**src/rtl/apb_dev_pkg.sv**
```systemverilog
// Shared definitions for the APB device decoder: FSM state encoding,
// the read data returned on failed accesses, and the error type codes.
package apb_dev_pkg;

    typedef enum logic [1:0] {
        ST_IDLE   = 2'd0,
        ST_ACCESS = 2'd1,
        ST_TOUT   = 2'd2,
        ST_DONE   = 2'd3
    } state_e;

    // Read data returned upstream for unmapped or timed-out accesses.
    localparam logic [31:0] ERR_DATA = 32'hDEAD_BEEF;

    typedef enum logic [1:0] {
        ERR_NONE     = 2'b00,
        ERR_UNMAPPED = 2'b01,
        ERR_TIMEOUT  = 2'b10
    } err_type_e;

endpackage

```
**src/rtl/apb_dev_timeout.sv**
```systemverilog
// Wait-state counter for the ACCESS phase. Counts stalled enable cycles and
// flags expiry once the count reaches TIMEOUT-1.
module apb_dev_timeout #(
    parameter int TIMEOUT = 255
) (
    input  logic clk,
    input  logic rst_n,
    input  logic clear,
    input  logic enable,
    output logic expired
);

    localparam int CW = (TIMEOUT > 1) ? $clog2(TIMEOUT) : 1;
    localparam logic [CW-1:0] TERM = CW'(TIMEOUT - 1);

    logic [CW-1:0] count;

    // Wait counter: cleared outside ACCESS, holds once terminal count is hit.
    always_ff @(posedge clk or negedge rst_n) begin
        if (!rst_n) begin
            count <= '0;
        end else if (clear) begin
            count <= '0;
        end else if (enable && !expired) begin
            count <= count + CW'(1);
        end
    end

    assign expired = (count == TERM);

endmodule

```
**src/rtl/apb_dev_decoder.sv**
```systemverilog
// APB one-to-many decoder. Routes the upstream transfer to the device picked
// by a 3-bit address field, answers unmapped addresses and stalled devices
// itself with ERR_DATA, and records the first uncleared error.
module apb_dev_decoder #(
    parameter int ADDR_WIDTH = 32,
    parameter int DATA_WIDTH = 32,
    parameter int NUM_SLV    = 4,
    parameter int SEL_LSB    = 12,
    parameter int TIMEOUT    = 255
) (
    input  logic                          clk,
    input  logic                          rst_n,
    // upstream
    input  logic                          psel,
    input  logic                          penable,
    input  logic                          pwrite,
    input  logic [ADDR_WIDTH-1:0]         paddr,
    input  logic [DATA_WIDTH-1:0]         pwdata,
    output logic [DATA_WIDTH-1:0]         prdata,
    output logic                          pready,
    // devices
    output logic [NUM_SLV-1:0]            dev_psel,
    output logic                          dev_penable,
    output logic                          dev_pwrite,
    output logic [ADDR_WIDTH-1:0]         dev_paddr,
    output logic [DATA_WIDTH-1:0]         dev_pwdata,
    input  logic [NUM_SLV*DATA_WIDTH-1:0] dev_prdata,
    input  logic [NUM_SLV-1:0]            dev_pready,
    // status
    output logic                          err_irq,
    output logic [1:0]                    err_type,
    output logic [ADDR_WIDTH-1:0]         err_addr,
    output logic [7:0]                    err_cnt,
    input  logic                          err_clr
);

    import apb_dev_pkg::*;

    localparam logic [3:0] NUM_SLV_W = 4'(NUM_SLV);

    state_e                state, state_n;
    logic [2:0]            idx;
    logic                  mapped;
    logic [DATA_WIDTH-1:0] rd_slice;
    logic                  sel_ready;
    logic                  cnt_en;
    logic                  cnt_clr;
    logic                  expired;
    logic                  err_evt;
    err_type_e             err_code;

    function automatic logic [7:0] sat_inc8(input logic [7:0] v);
        return (v == 8'hFF) ? v : v + 8'd1;
    endfunction

    assign idx    = paddr[SEL_LSB+2:SEL_LSB];
    assign mapped = ({1'b0, idx} < NUM_SLV_W);

    // Pick the addressed device's read data and ready.
    always_comb begin
        rd_slice  = '0;
        sel_ready = 1'b0;
        for (int i = 0; i < NUM_SLV; i++) begin
            if (idx == 3'(i)) begin
                rd_slice  = dev_prdata[i*DATA_WIDTH +: DATA_WIDTH];
                sel_ready = dev_pready[i];
            end
        end
    end

    // One-hot device select, suppressed during TOUT and while in reset.
    always_comb begin
        dev_psel = '0;
        for (int i = 0; i < NUM_SLV; i++) begin
            dev_psel[i] = rst_n && psel && mapped && (state != ST_TOUT) && (idx == 3'(i));
        end
    end

    assign dev_penable = penable && (state == ST_ACCESS);
    assign dev_pwrite  = pwrite;
    assign dev_paddr   = paddr;
    assign dev_pwdata  = pwdata;

    assign cnt_clr = (state != ST_ACCESS);

    apb_dev_timeout #(
        .TIMEOUT (TIMEOUT)
    ) u_timeout (
        .clk     (clk),
        .rst_n   (rst_n),
        .clear   (cnt_clr),
        .enable  (cnt_en),
        .expired (expired)
    );

    // FSM state register.
    always_ff @(posedge clk or negedge rst_n) begin
        if (!rst_n) begin
            state <= ST_IDLE;
        end else begin
            state <= state_n;
        end
    end

    // Next state, upstream response and error event.
    always_comb begin
        state_n  = state;
        pready   = 1'b0;
        prdata   = '0;
        cnt_en   = 1'b0;
        err_evt  = 1'b0;
        err_code = ERR_NONE;
        case (state)
            ST_IDLE: begin
                if (psel) begin
                    state_n = ST_ACCESS;
                end
            end
            ST_ACCESS: begin
                if (!psel) begin
                    // Upstream abandoned the transfer; nothing is logged.
                    state_n = ST_IDLE;
                end else if (penable) begin
                    if (!mapped) begin
                        pready   = 1'b1;
                        prdata   = DATA_WIDTH'(ERR_DATA);
                        err_evt  = 1'b1;
                        err_code = ERR_UNMAPPED;
                        state_n  = ST_DONE;
                    end else if (sel_ready) begin
                        pready  = 1'b1;
                        prdata  = rd_slice;
                        state_n = ST_DONE;
                    end else if (expired) begin
                        state_n = ST_TOUT;
                    end else begin
                        cnt_en = 1'b1;
                    end
                end
            end
            ST_TOUT: begin
                pready   = 1'b1;
                prdata   = DATA_WIDTH'(ERR_DATA);
                err_evt  = 1'b1;
                err_code = ERR_TIMEOUT;
                state_n  = ST_DONE;
            end
            ST_DONE: begin
                // A fresh setup phase right after completion skips IDLE.
                if (psel && !penable) begin
                    state_n = ST_ACCESS;
                end else begin
                    state_n = ST_IDLE;
                end
            end
            default: begin
                state_n = ST_IDLE;
            end
        endcase
    end

    // Error log: first error keeps its fields; a new error beats a clear.
    always_ff @(posedge clk or negedge rst_n) begin
        if (!rst_n) begin
            err_irq  <= 1'b0;
            err_type <= 2'b00;
            err_addr <= '0;
            err_cnt  <= 8'h00;
        end else if (err_evt) begin
            err_irq <= 1'b1;
            err_cnt <= sat_inc8(err_cnt);
            if (!err_irq || err_clr) begin
                err_type <= err_code;
                err_addr <= paddr;
            end
        end else if (err_clr) begin
            err_irq  <= 1'b0;
            err_type <= 2'b00;
            err_addr <= '0;
        end
    end

endmodule

```
**config.mk**
```make
export PLATFORM = sky130hd
export DESIGN_NAME = apb_dev_decoder
export DESIGN_NICKNAME = d
export VERILOG_FILES = /design/src/rtl/apb_dev_pkg.sv /design/src/rtl/apb_dev_timeout.sv /design/src/rtl/apb_dev_decoder.sv
export SDC_FILE = /design/constraint.sdc
export NUM_CORES = 1
export LEC_CHECK = 0
export CORE_AREA = 2 2 135 137
export DETAILED_ROUTE_END_ITERATION = 6
export DIE_AREA = 0 0 137 139
export GPL_TIMING_DRIVEN = 0
export PLACE_DENSITY = 0.68
export SLEW_MARGIN = 20
export SYNTH_ARGS = -nofsm -noshare
export SYNTH_HDL_FRONTEND = slang
export SYNTH_SLANG_ARGS = --single-unit
```
**constraint.sdc**
```tcl
create_clock -name clk -period 3.5 [get_ports clk]
set_input_delay 0.7 -clock clk [delete_from_list [all_inputs] [get_ports clk]]
set_output_delay 0.7 -clock clk [all_outputs]
set_load 0.02 [all_outputs]
```
# [Word-level counts from Yosys, hierarchy flattened]
# Cells that the tools add are included.
# W data, S select, Z words.
[op_classes] n_reduce_logical=21 muxes=50 add_sub_neg=2 bitwise=1 magnitude_cmp=1 eq_ne=14
[ops] cell="$mux W32" count=11
[ops] cell="$pmux W32 S2" count=1
[ops] cell="$mux W1" count=23
[ops] cell="$mux W2" count=9
[ops] cell="$add A8 B1 Y8 const B" count=2
[ops] cell="$eq A8 B8 Y1 const B" count=2
[ops] cell="$mux W8" count=2
[ops] cell="$logic_and A1 B1 Y1" count=10
[ops] cell="$pmux W2 S4" count=1
[ops] cell="$eq A3 B2 Y1 const B" count=2
[ops] cell="$ne A5 B4 Y1 const B" count=1
[ops] cell="$eq A2 B2 Y1 const B" count=2
[ops] cell="$ne A2 B1 Y1 const B" count=2
[ops] cell="$ne A2 B2 Y1 const B" count=2
[ops] cell="$pmux W1 S2" count=2
[ops] cell="$pmux W2 S2" count=1
[ops] cell="$reduce_and A2 Y1" count=2
[ops] cell="$reduce_bool A2 Y1" count=2
[ops] cell="$eq A3 B1 Y1 const B" count=1
[ops] cell="$logic_not A1 Y1" count=3
[ops] cell="$logic_not A3 Y1" count=1
[ops] cell="$lt A3 B3 Y1 const B" count=1
[ops] cell="$ne A3 B3 Y1 const B" count=1
[ops] cell="$reduce_and A3 Y1" count=1
[ops] cell="4 further kinds" count=4
[totals] out_inout_bits=146 in_bits=202 ff_bits=53 elab_cells=95

# [Depth between registers and ports, before layout]
[logic_depth] word_depth=13 ltp_mapped=8 ltp_nobuf=6

# [Modules after synthesis]
# From an unflattened synthesis, not the netlist that was laid out.
[hier_totals] hier_cells=431 area_unflattened_um2=4140.2
[modules_own_cells] module="apb_dev_decoder" area_per_inst_um2=3644.7 seq_area_each_um2=1126.1 instances=1 cells_per_inst=378
[modules_own_cells] module="apb_dev_timeout" area_per_inst_um2=495.5 seq_area_each_um2=200.2 instances=1 cells_per_inst=53

# [Worst setup path after synthesis]
# Ideal clock, no wire load.
[synth_timing] path_kind="input to output" startpoint="in paddr[13]" endpoint="out prdata[18]" n_path_buf=2 t_arrival_ps=2183 required_time_ps=2800 slack_ps=617 stages=6 path_cell_list="buf_6 > mux2i_1 > mux2_1 > or3_1 > buf_2 > o21ai_0"
[synth_via] elab_chain_cells=10 elab_cells_between_ends=18 classes_between="1 x order compare; 3 x eq/ne; 13 x mux; 1 x reduce/logical"
[synth_lines] item="start: declaration" line_no="apb_dev_decoder.sv:17" rtl="input logic [ADDR_WIDTH-1:0] paddr,"
[synth_lines] item="$logic_not A3 Y1" line_no="apb_dev_decoder.sv:64" rtl="if (idx == 3'(i)) begin"
[synth_lines] item="$mux W32 or $mux W1 (tied branches) (4 in a row)" line_no="apb_dev_decoder.sv:64"
[synth_lines] item="$mux W32" line_no="apb_dev_decoder.sv:130" rtl="end else if (sel_ready) begin"
[synth_lines] item="$mux W32 (*)" line_no="apb_dev_decoder.sv:124" rtl="if (!mapped) begin"
[synth_lines] item="$mux W32 (*)" line_no="apb_dev_decoder.sv:123" rtl="end else if (penable) begin"
[synth_lines] item="$mux W32 (*)" line_no="apb_dev_decoder.sv:120" rtl="if (!psel) begin"
[synth_lines] item="$pmux W32 S2 (*)" line_no="apb_dev_decoder.sv:113" rtl="case (state)"
[synth_lines] item="end: declaration" line_no="apb_dev_decoder.sv:19" rtl="output logic [DATA_WIDTH-1:0] prdata,"
# Every way passes the cells marked *; elsewhere a longest branch is shown, timed or not.

# [Worst setup path in the final report]
[layout_timing] startpoint="in paddr[12]" endpoint="out prdata[22]"
# The elaborated chain is that of the path after synthesis.

==> flow_summary.toml <==
[global_routing]
grt_start_max_net_pins = 55
grt_pass1_vias = 4368
grt_antenna_before_repair = 0
grt_pass1_wl_um = 24540
overflow = 0
grt_use_total_pct = 16.61

[detailed_routing]
ant_nets = 0
num_vias = 4245
drt-total-wl_um = 16660
first_pass_iters = 4
post_drt_wl_per_cell_um = 17.67
via_per_inst = 4.502
drcViolationCount = 0
first_iter_violations = 178

[synthesis]
synth_area_mm2 = 0.003994
syn_avg_cell_area_um2 = 10.19
synthesis.nets = 602
yosysWarnings = 0
synth.top_cell.area_share_pct = 33.21
syn_inst = 392
ys_ff_latch = 53
synth.area.top_cells = "dfrtp_1, mux4_2, buf_4, a22o_1, inv_1"
synth-edff-count = 0
synth_top_area_cell = "dfrtp_1"
yosysSeqAreaShare_pct = 33.21
ys.flop_type = "dfrtp_1"
ys_async_sr_fraction_pct = 100.0
yosys.cell_types.count = 48

[die]
chipWidth_um = 137
die-height_um = 139
die_area_mm2 = 0.01904
start_util_pct = 22.62
placementRows = 49
core_mm2 = 0.01766
ios = 348

[place]
dpl_worst_slack_ps = -890.1
placed_cells = 934
port_buffers = 313
hpwl_um = 13410
gp_congestion = 0.7789

[timing]
rsz0062_at_grt = "no"
finalHoldViolations = 0
timing.final.ws_setup_ps = 86.28
setup_tns_ps = 0
max_freq_mhz = 292.9
relSlewSlack_pct = 38.53
drv_slew = 0
fin_crit_sh_pct = 97.53
setup_viol = 0
worst_pin_slew_ps = 907.8
fin_skew_ps = 2.521
finalCriticalPeriod_ps = 3414

[clock_tree]
h-tree-depth = 2
cts_tree = "built"
cts_buffers = 5
clock_sinks = 53
cts_root_buf = "clkbuf_16"
clk_pin_slew_ps = 70
insertion_delay_ps = 290
clockBufferDepth = 2

[finish]
stdcell_count = 943
nets = 924
diodes = 0
post-route-util_pct = 42.60
final_common_cell = "clkdlybuf4s50_1"
area_growth_pct = 88.35
mostFrequentLayoutCells = "clkdlybuf4s50_1, buf_4, dfrtp_1"
drive_gt1_share_pct = 21.85

[power]
finalPower_mw = 3.258
p_leak_nw = 3.306
ir_drop_uv = 296.1
p_per_area_mw_per_mm2 = 433.1

[setup_path]
r2r_start = "state[0]$_DFFE_PN0P_"
endpoint_kind = "output port"
cp_max_fo = 10
arrival_ps = 2710
start_kind = "input port"
ff2ff_path_depth = 6
worstSetupPathType = "in2out"
ff2ff_setup_slack_ps = 920
cp-startpoint = "paddr[12]"
r2r-end = "err_addr[13]$_DFFE_PN0P_"
crit_required_ps = 2800

[worst_hold_path]
hold_class = "in2async"

[run]
max-cap-violations = 0

[outcome]
status = "completed"
-- synthesized netlist by cell type, types with 8 or more instances --
cell	instances
buf_4	65
dfrtp_1	53
a22o_1	32
inv_1	29
mux4_2	24
o21ai_1	20
clkbuf_1	18
nand2_1	17
a211oi_1	8
a211oi_2	8
ha_1	8
o21ai_0	8
o22ai_1	8
-- sequential cells by signal (all words and copies together) (netlist names), named ones only --
name	cells
err_type	2
u_timeout.count	8
err_irq	1
state	1
err_cnt	8
err_addr	32
-- kinds of logic after synthesis --
group           share of synthesized area (%)
fa+ha+maj                               2.506
buf+inv                                 18.48
xor+xnor                                1.316
simple gates                            9.116
flops                                   33.21
mux                                     16.17
compound gates                          19.20
-- what timing repair did --
item                       4_1_cts  5_1_grt
buffers inserted                 2        0
setup endpoints to repair       37       30
resized for setup              140        7
hold buffers                     0        0
pin swaps                        0        0
-- report_power, final --
part | leakage, nW | switching, mW | internal (mW)
clock network | 0.0797 | 0.226 | 0.333
registers | 0.721 | 0.121 | 0.768
logic | 2.51 | 0.931 | 0.879
-- worst max-delay path, cell delays in order --
cell and delay (ps):
clkdlybuf4s50_1 560, mux2_1 360, or3_4 380, buf_4 170
buf_6 150, a211oi_2 180, buf_2 210
-- through the flow --
stage | hold slack [ps] | cell area, µm²
final | 453.9 | 7522
after global routing | 504.9 | 7522
after CTS | 485.7 | 7506
after detailed placement | 478.8 | 7411
after global placement | 478.3 | 7413
after floorplan | 404.4 | 3994
-- final cells by class --
type	instances	area (µm²)
inverters	29	108.9
repair buffers	315	3033
flip-flops and latches	53	1326
fillers	1768	10130
clock buffers	5	125.1
plain buffers	93	668.1
clock inverters	2	35.03
well taps	229	286.5
multi-input cells	217	1939
-- routing by layer --
metal | share of wire (%) | vias to the layer above | track usage [%]
li1 | - | 2010 | -
met1 | 40 | 2014 | 19.38
met2 | 48 | 211 | 29.17
met3 | 11 | 10 | 5.556
met4 | 1.2 | 0 | 3.744
met5 | 0 | - | 0
-- worst max-delay path by stage --
stage	cells past startpoint	end	slack [ps]
final	7	prdata[22]	90
after floorplan	6	prdata[18]	620
after global placement	4	dev_psel[1]	-1620
after global routing	7	prdata[7]	5
after CTS	6	pready	4
after detailed placement	7	prdata[29]	-890
Note: power is estimated with default switching activity, not from simulation.
